**config.mk**
```make
export PLATFORM = sky130hd
export DESIGN_NAME = pipeline_debug_sequencer
export DESIGN_NICKNAME = d
export VERILOG_FILES = /design/src/rtl/pipeline_debug_sequencer.sv
export SDC_FILE = /design/constraint.sdc
export NUM_CORES = 1
export LEC_CHECK = 0
export CAP_MARGIN = 20
export CORE_MARGIN = 1.5
export CORE_UTILIZATION = 35
export DETAILED_ROUTE_END_ITERATION = 10
export MAX_ROUTING_LAYER = met4
export PLACE_DENSITY = 0.56
export SLEW_MARGIN = 40
export SYNTH_ARGS = -nofsm -noshare
export SYNTH_HDL_FRONTEND = slang
export SYNTH_SLANG_ARGS = --single-unit
export TNS_END_PERCENT = 30
```
**constraint.sdc**
```tcl
create_clock -name clk -period 2.2 [get_ports clk]
set_input_delay 0.66 -clock clk [delete_from_list [all_inputs] [get_ports clk]]
set_output_delay 0.66 -clock clk [all_outputs]
set_load 0.02 [all_outputs]
```
**src/rtl/pipeline_debug_sequencer.sv**
```systemverilog
// Host-driven debug controller: decodes UART command bytes, gates the MIPS
// pipeline clock enable, and streams pipeline state words back MSB byte first.
module pipeline_debug_sequencer #(
    parameter int         NUM_WORDS = 8,
    parameter int         WSEL_W    = 3,
    parameter logic [7:0] CMD_RUN   = 8'h63,
    parameter logic [7:0] CMD_STEP  = 8'h73,
    parameter logic [7:0] CMD_DUMP  = 8'h64,
    parameter logic [7:0] CMD_PAUSE = 8'h70
) (
    input  logic              clk,
    input  logic              reset,
    input  logic [7:0]        rx_data,
    input  logic              rx_done,
    input  logic              tx_busy,
    input  logic              tx_done,
    input  logic              halt,
    input  logic [31:0]       dump_word,
    output logic              tx_start,
    output logic [7:0]        tx_data,
    output logic              pipe_en,
    output logic [WSEL_W-1:0] word_sel,
    output logic [31:0]       cycle_count,
    output logic              halted,
    output logic              dbg_idle
);

    typedef enum logic [2:0] {
        S_IDLE,
        S_RUN,
        S_STEP,
        S_LOAD,
        S_SEND,
        S_WAIT
    } state_t;

    localparam logic [WSEL_W-1:0] LAST_WORD = WSEL_W'(NUM_WORDS - 1);

    state_t      state;
    state_t      state_nxt;
    logic [31:0] shreg;
    logic [1:0]  byte_cnt;
    logic [7:0]  tx_data_q;

    assign dbg_idle = (state == S_IDLE);

    always_comb begin
        state_nxt = state;
        pipe_en   = 1'b0;
        tx_start  = 1'b0;
        tx_data   = tx_data_q;
        case (state)
            S_IDLE: begin
                if (rx_done) begin
                    if (rx_data == CMD_RUN && !halted) begin
                        state_nxt = S_RUN;
                    end else if (rx_data == CMD_STEP && !halted) begin
                        state_nxt = S_STEP;
                    end else if (rx_data == CMD_DUMP) begin
                        state_nxt = S_LOAD;
                    end
                end
            end
            S_RUN: begin
                pipe_en = 1'b1;
                // halt takes priority; both paths end in a dump anyway
                if (halt || (rx_done && rx_data == CMD_PAUSE)) begin
                    state_nxt = S_LOAD;
                end
            end
            S_STEP: begin
                pipe_en   = 1'b1;
                state_nxt = S_LOAD;
            end
            S_LOAD: begin
                state_nxt = S_SEND;
            end
            S_SEND: begin
                tx_data = shreg[31:24];
                if (!tx_busy) begin
                    tx_start  = 1'b1;
                    state_nxt = S_WAIT;
                end
            end
            S_WAIT: begin
                if (tx_done) begin
                    if (byte_cnt != 2'd3) begin
                        state_nxt = S_SEND;
                    end else if (word_sel == LAST_WORD) begin
                        state_nxt = S_IDLE;
                    end else begin
                        state_nxt = S_LOAD;
                    end
                end
            end
            default: begin
                state_nxt = S_IDLE;
            end
        endcase
    end

    always_ff @(posedge clk) begin
        if (reset) begin
            state       <= S_IDLE;
            shreg       <= 32'd0;
            byte_cnt    <= 2'd0;
            word_sel    <= '0;
            cycle_count <= 32'd0;
            halted      <= 1'b0;
            tx_data_q   <= 8'd0;
        end else begin
            state     <= state_nxt;
            tx_data_q <= tx_data;
            if (pipe_en) begin
                cycle_count <= cycle_count + 32'd1;
                if (halt) begin
                    halted <= 1'b1;
                end
            end
            // every dump entered from a command or a halt starts at word 0
            if ((state == S_IDLE || state == S_RUN || state == S_STEP) && state_nxt == S_LOAD) begin
                word_sel <= '0;
            end
            if (state == S_LOAD) begin
                shreg    <= dump_word;
                byte_cnt <= 2'd0;
            end
            if (state == S_WAIT && tx_done) begin
                shreg    <= {shreg[23:0], 8'd0};
                byte_cnt <= byte_cnt + 2'd1;
                if (byte_cnt == 2'd3) begin
                    word_sel <= (word_sel == LAST_WORD) ? '0 : word_sel + WSEL_W'(1);
                end
            end
        end
    end

endmodule

```
Word-level counts from Yosys, hierarchy flattened
Index checks and enable logic that the tools add are counted.
{"block": "totals", "wordCells": 60, "in_bits": 46, "reg_bits": 81, "out_inout_bits": 47}
{"block": "classes", "n_mux": 22, "reduce_logical": 14, "add_sub_neg": 3, "n_eq_ne": 13}
{"op": "$mux 32", "n": 2}
{"op": "$mux 3", "n": 12}
{"op": "$add 32x1->32 const B", "n": 1}
{"op": "$eq 8x7->1 const B", "n": 4}
{"op": "$pmux 3 s6", "n": 1}
{"op": "$eq 3x2->1 const B", "n": 3}
{"op": "$eq 3x3->1 const B", "n": 3}
{"op": "$mux 8", "n": 1}
{"op": "$mux 2", "n": 3}
{"op": "$logic_and 1x1->1", "n": 5}
{"op": "$reduce_or 2->1", "n": 2}
{"op": "$add 3x1->3 const B", "n": 1}
{"op": "$eq 3x1->1 const B", "n": 1}
{"op": "$logic_not 3->1", "n": 1}
{"op": "$logic_or 1x1->1", "n": 3}
{"op": "$mux 1", "n": 3}
{"op": "$add 2x1->2 const B", "n": 1}
{"op": "$eq 2x2->1 const B", "n": 1}
{"op": "$ne 2x2->1 const B", "n": 1}
{"op": "$reduce_and 2->1", "n": 1}
{"op": "$reduce_bool 2->1", "n": 1}
{"op": "$logic_not 1->1", "n": 1}

Depth between registers and ports, before layout
Gate-level depths: netlist of run 1.
{"block": "depth", "depth_word": 11, "depth_mapped": 7, "depth_no_buf": 7}

Worst setup path before layout of run 1
Ideal clock, no wire load.
{"block": "synth_timing", "path_kind": "flip-flop to output port", "start": "register state[1]", "end": "output tx_data[0]", "path_buffers": 2, "slack_ns": 0.077, "t_arrival_ns": 1.463, "path_stages_with_launch": 6, "required_time_ns": 1.540, "cell_sequence": "dfxtp_1 > buf_2 > nor2_1 > and2_1 > clkbuf_1 > mux2_2"}
{"block": "synth_between", "elab_chain_len": 2}
{"item": "start: declaration", "line_no": "39", "source": "state_t state;"}
{"item": "start signal: assignment", "line_no": "112", "source": "state <= state_nxt;"}
{"item": "$eq 3x3->1", "line_no": "52", "source": "case (state)"}
{"item": "$mux 8", "line_no": "52"}
{"item": "end: declaration", "line_no": "20", "source": "output logic [7:0] tx_data,"}
Every way passes these cells.

Final worst setup path of run 1
{"block": "layout_timing", "start": "register state[1]", "end": "output tx_data[3]"}
Same word-level chain as after synthesis.

==> summary.md, run 1 <==
| Metric | Value |
|---|---|
| PwrDens | 588 mW/mm² |
| Final ANT Viol Nets | 0 |
| Mapped Cells | 407 |
| CP Cell Sequence | nor2_4 > and2_4 > mux2_2 > buf_6 |
| Final count of negative-setup-slack endpoints | 0 |
| Slowest cell on the critical path | mux2_2 |
| CTS buffer count | 9 |
| Chip width | 105 µm |
| CTS H-Tree Depth | 3 |
| Deepest clock path buffer count | 2 |
| Starting density of the core | 0.356 |
| Rows | 37 |
| Initial DRC count | 91 |
| Worst slew margin | 0.758 |
| Dpl cells | 637 |
| Final estimated routing congestion in global placement | 0.847 |
| Most common cell after layout, fill and taps aside | clkdlybuf4s50_1 |
| Critical Path Source Type | flop |
| FILL cells | 958 |
| Gr usage total | 0.169 |
| Static Leak | 1.86 nW |
| Initial antenna violation count | 0 |
| Post-Synthesis Cell Area | 0.00364 mm² |
| Port Buffers | 92 |
| Yosys top cell by area | dfxtp_1 |
| Reg clk slew, reported paths | 80 ps |
| Hold Path Class | flop to flop |
| Max Fanout on Critical Path | 4 |
| Max Freq | 465 MHz |
| Critical path buffer and inverter count | 1 |
| Most frequent cells in the layout | 80 x clkdlybuf4s50_1, 79 x dfxtp_1, 54 x nor2_1, 30 x nand2_1, 29 x a21oi_1 |
| Arrival time at the worst endpoint | 1490 ps |
| Sequential Area | 0.00162 mm² |
| Skew final | 11.9 ps |
| Placed inst area | 0.00488 mm² |
| DRC errors left | 0 |
| Netlist cell types | 44 |
| Synthesized area per cell | 8.95 µm² |
| Primary FF master, synth | dfxtp_1 |
| Synth area leaders | dfxtp_1 45%, mux2i_1 6.6%, nor2_1 5.8% |
| CTS Hold Bufs | 0 |
| Worst-Margin Slew | 364 ps |
| Seq/Total Area, Yosys | 0.445 |
| Register bit total from synthesis | 81 |
| Post-layout nets | 563 |
| Dpl hpwl | 6.26 mm |
| Largest net degree at the start of global routing | 35 |
| Final wirelength | 8.81 mm |
| Clock latency on the worst-skew pair | 350 ps |
| Total gr overflow | 0 |
| Crit path time final | 2150 ps |
| Finished Layout Cells | 654 |
| Drt first pass iters | 4 |
| Unrepaired setup endpoints after global routing | true |
| Share of the clock period used by the worst path | 0.977 |
| Family with the most delay on the worst path | multiplexers |
| Die height | 105 µm |
| Final instance area | 0.00518 mm² |
| Run status | finished clean |
| Max incr delay on CP | 350 ps |
| Slew Viols, Final | 0 |
| Drt wl/cell | 13.5 µm |
| Vias in the first global route | 3,192 |
| Endpoint class of the critical path | output pin |
| Final Hold Fails | 0 |
| CTS Root Cell | clkbuf_8 |
| Via/cell ratio | 5.03 |
| Max VDD drop | 0.000344 V |
| Synth warnings | 0 |
| Max_cap viols | 0 |
| EDFF count, synth | 0 |
| IO Count | 93 |
| CP Data Required Time | 1540 ps |
| Multi-input logic area | 0.00196 mm² |
| Post-synth ARST share | 0 |
| Synth-to-Final Area Change | 42.1% |
| Vias | 3,292 |
| Inserted Diodes | 0 |
| Synthesized Nets | 457 |
| Crit Path Category | flop to output pin |
| Global-route wire length before repair | 14.8 mm |
| Share of cells above drive strength 1 | 0.139 |
| Core Area | 0.0102 mm² |
| Top cell type's share of synthesized area | 0.445 |
| TritonCTS Sinks | 81 |
| CTS tree | yes |
| Die ar. | 0.0110 mm² |
-- repair_timing --
item,in CTS,in global routing
hold endpoints to repair,0,0
pin swaps,2,1
setup buffers,1,0
endpoints found under the setup margin,11,12
gates resized for setup,42,25
gates cloned,0,1
-- registers in the layout, indices dropped and copies added (netlist names) --
register	cells
byte_cnt	2
cycle_count	32
halted	1
shreg	32
state	3
tx_data_q	8
word_sel	3
-- routing by layer --
metal,share of wire,vias to the layer above,global-route usage
li1,-,1666,-
met1,0.46,1544,0.197
met2,0.47,72,0.281
met3,0.057,10,0.0487
met4,0.012,0,0.0538
met5,0,-,-
-- where the power goes --
| part | switching (mW) | leakage, nW | internal [mW] |
|---|---|---|---|
| clock network | 0.540 | 0.124 | 0.870 |
| logic | 0.0605 | 1.08 | 0.101 |
| registers | 0.00247 | 0.653 | 1.47 |
| total | 0.603 | 1.86 | 2.44 |
-- Yosys cell counts, types with 8 or more instances --
cell,count
nand4_1,13
clkbuf_1,19
o21ai_0,11
nor2_1,56
a21oi_1,29
nor2b_1,12
or3_1,10
nand2_1,30
a211oi_1,25
nand3_1,13
mux2i_1,24
mux2_2,8
xor2_1,15
dfxtp_1,81
-- final cells by class --
cell class,instances,area share
inverter,3,0.00218
tap,136,0.0329
clock buffer,11,0.0254
multi-input combinational,299,0.380
timing repair buffer,119,0.222
sequential,81,0.314
clock inverter,5,0.0247
-- worst reg2reg max path: stages, from the launching register on --
cell and delay, ps:
dfxtp_2 340, buf_4 170, xnor2_1 150, buf_4 150, nor2_1 230, nand3_1 300, or3_1 430, a21oi_1 140
-- worst paths after layout --
kind	start	slack (ps)	depth (start not counted)	end
setup / recovery	state[1]	50	4	tx_data[3]
setup reg to reg	state[0]	230	7	cycle_count[31]
hold / removal	shreg[2]	460	2	shreg[2]
hold reg to reg	shreg[2]	460	2	shreg[2]
-- stage by stage --
stage	worst slack (ps)	setup TNS [ps]	utilization	total power, mW	hold WS (ps)
after global placement	-255	-1600	0.477	1.66	444
after floorplan	77.5	0	-	1.55	437
after CTS	-42.9	-306	0.500	3.07	460
after global routing	-30.8	-155	0.506	3.15	480
after detailed placement	-268	-1880	0.477	1.66	449
final	51.6	0	0.506	3.04	456
-- kinds of logic (layout without fill, tap and decap cells) --
group                    count (synthesis)  in the layout  share of synthesized area
XOR/XNOR                                20             20                     0.0481
multiplexers                            32             32                     0.0907
buffers and inverters                   28            138                     0.0306
adder cells (fa/ha/maj)                  4              4                     0.0137
flip-flops                              81             81                      0.445
AND/OR/NAND/NOR                        167            168                      0.242
AO/OA/AOI/OAI                           75             75                      0.130
No activity file was read; power rests on OpenSTA's default activity.
==> run 2: changes to the inputs <==
HOLD_SLACK_MARGIN = 0.15   (was unset)
==> results of run 2 <==
The final DEF is identical to that of run 1; final timing and power are the same.
==> run 3: changes to the inputs <==
CORE_UTILIZATION = 49   (was 35)
PLACE_DENSITY = 0.76   (was 0.56)
==> run 3 against run 2 <==
  * First-iteration DRC count increased by 62%
  * Total power shrank 5.9%
  * Combinational power is essentially flat
  * Register-to-register slack worse by 30 ps
  * Cell count decreased by 6.0%
  * Clock skew is 3.4 ps lower
  * Final area down 2.6%
  * Non-clock buffer count down 2
  * Critical path depth did not move
  * Largest cell class unchanged
==> summary.md, run 3 (synthesis gave the netlist of run 1 again) <==
| Metric | Value |
|---|---|
| CTS Root Cell | clkbuf_8 (unchanged) |
| Die height | 89.2 µm (was 105 µm) |
| Grt met1 use | 0.273 (was 0.197) |
| CTS tree | yes (unchanged) |
| Share of the clock period used by the worst path | 0.993 (was 0.977) |
| Most common cell after layout, fill and taps aside | clkdlybuf4s50_1 (unchanged) |
| Largest regs | cycle_count x32, shreg x32, tx_data_q x8 (unchanged) |
| TritonCTS Sinks | 81 (unchanged) |
| Deepest clock path buffer count | 2 (unchanged) |
| Unrepaired setup endpoints after global routing | true (unchanged) |
| Post-layout nets | 561 (was 563) |
| Share of cells above drive strength 1 | 0.138 (was 0.139) |
| Max Freq | 458 MHz (was 465 MHz) |
| Placed inst area | 0.00479 mm² (was 0.00488 mm²) |
| Die ar. | 0.00796 mm² (was 0.0110 mm²) |
| Drt first pass iters | 4 (unchanged) |
| Vias in the first global route | 3,077 (was 3,192) |
| DRC errors left | 0 (unchanged) |
| CTS buffer count | 9 (unchanged) |
| Endpoint class of the critical path | output pin (unchanged) |
| TNS Setup | 0 ps (unchanged) |
| Multi-input logic area | 0.00196 mm² (about the same) |
| Inserted Diodes | 0 (unchanged) |
| Final count of negative-setup-slack endpoints | 0 (unchanged) |
| Rows | 31 (was 37) |
| CP Cell Sequence | nor2_4 > and2_2 > mux2_4 > buf_4 (was nor2_4 > and2_4 > mux2_2 > buf_6) |
| Final ANT Viol Nets | 0 (unchanged) |
| Drt wl/cell | 13.8 µm (was 13.5 µm) |
| Arrival time at the worst endpoint | 1520 ps (was 1490 ps) |
| Static Leak | 1.82 nW (was 1.86 nW) |
| Synth-to-Final Area Change | 38.4% (was 42.1%) |
| Via/cell ratio | 5.34 (was 5.03) |
| IO Count | 93 (unchanged) |
| Run status | finished clean (unchanged) |
| PwrDens | 568 mW/mm² (was 588 mW/mm²) |
| Crit path time final | 2180 ps (was 2150 ps) |
| Max Fanout on Critical Path | 4 (unchanged) |
| FILL cells | 604 (was 958) |
| Dpl cells | 597 (was 637) |
| Crit Path Category | flop to output pin (unchanged) |
| Max VDD drop | 0.000410 V (was 0.000344 V) |
| Worst slew margin | 0.670 (was 0.758) |
| Clock latency on the worst-skew pair | 350 ps (about the same) |
| Dpl hpwl | 6.03 mm (was 6.26 mm) |
| Core Area | 0.00721 mm² (was 0.0102 mm²) |
| Most congested layer reported by global routing | met2 (unchanged) |
| Initial DRC count | 147 (was 91) |
| Most frequent cells in the layout | 80 x clkdlybuf4s50_1, 79 x dfxtp_1, 54 x nor2_1, 30 x nand2_1, 29 x a21oi_1 (unchanged) |
| Final estimated routing congestion in global placement | 0.904 (was 0.847) |
| Reg clk slew, reported paths | 80 ps (about the same) |
| Pre-CTS WS | -261 ps (was -268 ps) |
| R2r setup slk | 200 ps (was 230 ps) |
| Vias | 3,286 (was 3,292) |
| Gr usage total | 0.225 (was 0.169) |
| Max incr delay on CP | 340 ps (was 350 ps) |
| Slew Viols, Final | 0 (unchanged) |
| Worst-Margin Slew | 496 ps (was 364 ps) |
| Starting density of the core | 0.505 (was 0.356) |
| Critical Path Source Type | flop (unchanged) |
| Skew final | 8.57 ps (was 11.9 ps) |
| Chip width | 89.2 µm (was 105 µm) |
| Final Hold Fails | 0 (unchanged) |
| Slowest cell on the critical path | dfxtp_2 (was mux2_2) |
| Finished Layout Cells | 615 (was 654) |
| Sequential Area | 0.00162 mm² (unchanged) |
| CTS H-Tree Depth | 3 (unchanged) |
| GRT met3 Usage | 0.0462 (was 0.0487) |
| Max_cap viols | 0 (unchanged) |
| Final wirelength | 8.51 mm (was 8.81 mm) |
| Global-route wire length before repair | 13.6 mm (was 14.8 mm) |
| Final instance area | 0.00504 mm² (was 0.00518 mm²) |
| Initial antenna violation count | 0 (unchanged) |
| Largest net degree at the start of global routing | 33 (was 35) |
| Total gr overflow | 0 (unchanged) |
| CP Data Required Time | 1540 ps (about the same) |
| Port Buffers | 92 (unchanged) |
| GR Layer Usage met2 | 0.375 (was 0.281) |
| Post-route setup slack | 15.3 ps (was 51.6 ps) |
| Hold Path Class | flop to flop (unchanged) |
==> run 3: changes by cell type in the layout (fill, tap and decap cells not counted) <==
cell        previous run  this run
and2_2                 0         1
and2_4                 2         1
buf_12                 2         1
buf_2                  1         3
buf_4                 25        28
buf_6                  8         2
bufinv_16              4         2
clkbuf_1               2         1
clkbuf_8               9        11
clkinvlp_4             1         2
mux2_2                 2         3
mux2_4                 6         5
==> run 3: final timing paths <==
kind,endpoint,startpoint,cells past startpoint
max reg2reg,cycle_count[31],state[1],7
max,tx_data[0],state[1],4
min reg2reg,shreg[7],shreg[7],2
min,shreg[7],shreg[7],2
==> run 3: metal layers <==
metal / wire length [µm] / share of wire / vias to the layer above
met5: 0 / 0 / -
met4: 98 / 0.012 / 0
met3: 399 / 0.047 / 10
met2: 4170 / 0.49 / 78
met1: 3840 / 0.45 / 1537
li1: - / - / 1661
==> run 3: per-stage QoR <==
step / total power [mW] / hold slack, ps / util
finish: 2.86 / 464 / 0.699
global route: 2.96 / 478 / 0.699
CTS: 2.88 / 467 / 0.696
detailed placement: 1.66 / 456 / 0.665
global placement: 1.66 / 447 / 0.665
floorplan: 1.55 / 437 / -
==> run 3: where the power goes <==
part	switching, mW	total [mW]	internal, mW
logic	0.0597	0.159	0.0991
clock network	0.532	1.23	0.702
registers	0.00242	1.47	1.47
total	0.594	2.86	2.27
==> run 3: final cells by class <==
| type | count | share of cell area |
|---|---|---|
| Timing Repair Buffer | 117 | 0.217 |
| Sequential cell | 81 | 0.322 |
| Multi-Input combinational cell | 299 | 0.389 |
| Clock inverter | 4 | 0.0149 |
| Clock buffer | 12 | 0.0308 |
| Inverter | 3 | 0.00223 |
| Tap cell | 99 | 0.0246 |
==> run 3: what timing repair did <==
| action | 4_1_cts | 5_1_grt |
|---|---|---|
| setup endpoints to repair | 11 | 13 |
| pin swaps | 1 | 2 |
| gates resized for setup | 43 | 14 |
| hold buffers | 0 | 0 |
| gates cloned | 0 | 1 |
| buffers inserted | 1 | 1 |
==> run 3: worst max-delay path, delay by kind of cell, from the launching register on <==
kind | cells | cell delay (ps)
AND/OR/NAND/NOR | 2 | 360
flip-flops | 1 | 340
multiplexers | 1 | 320
buffers and inverters | 1 | 160
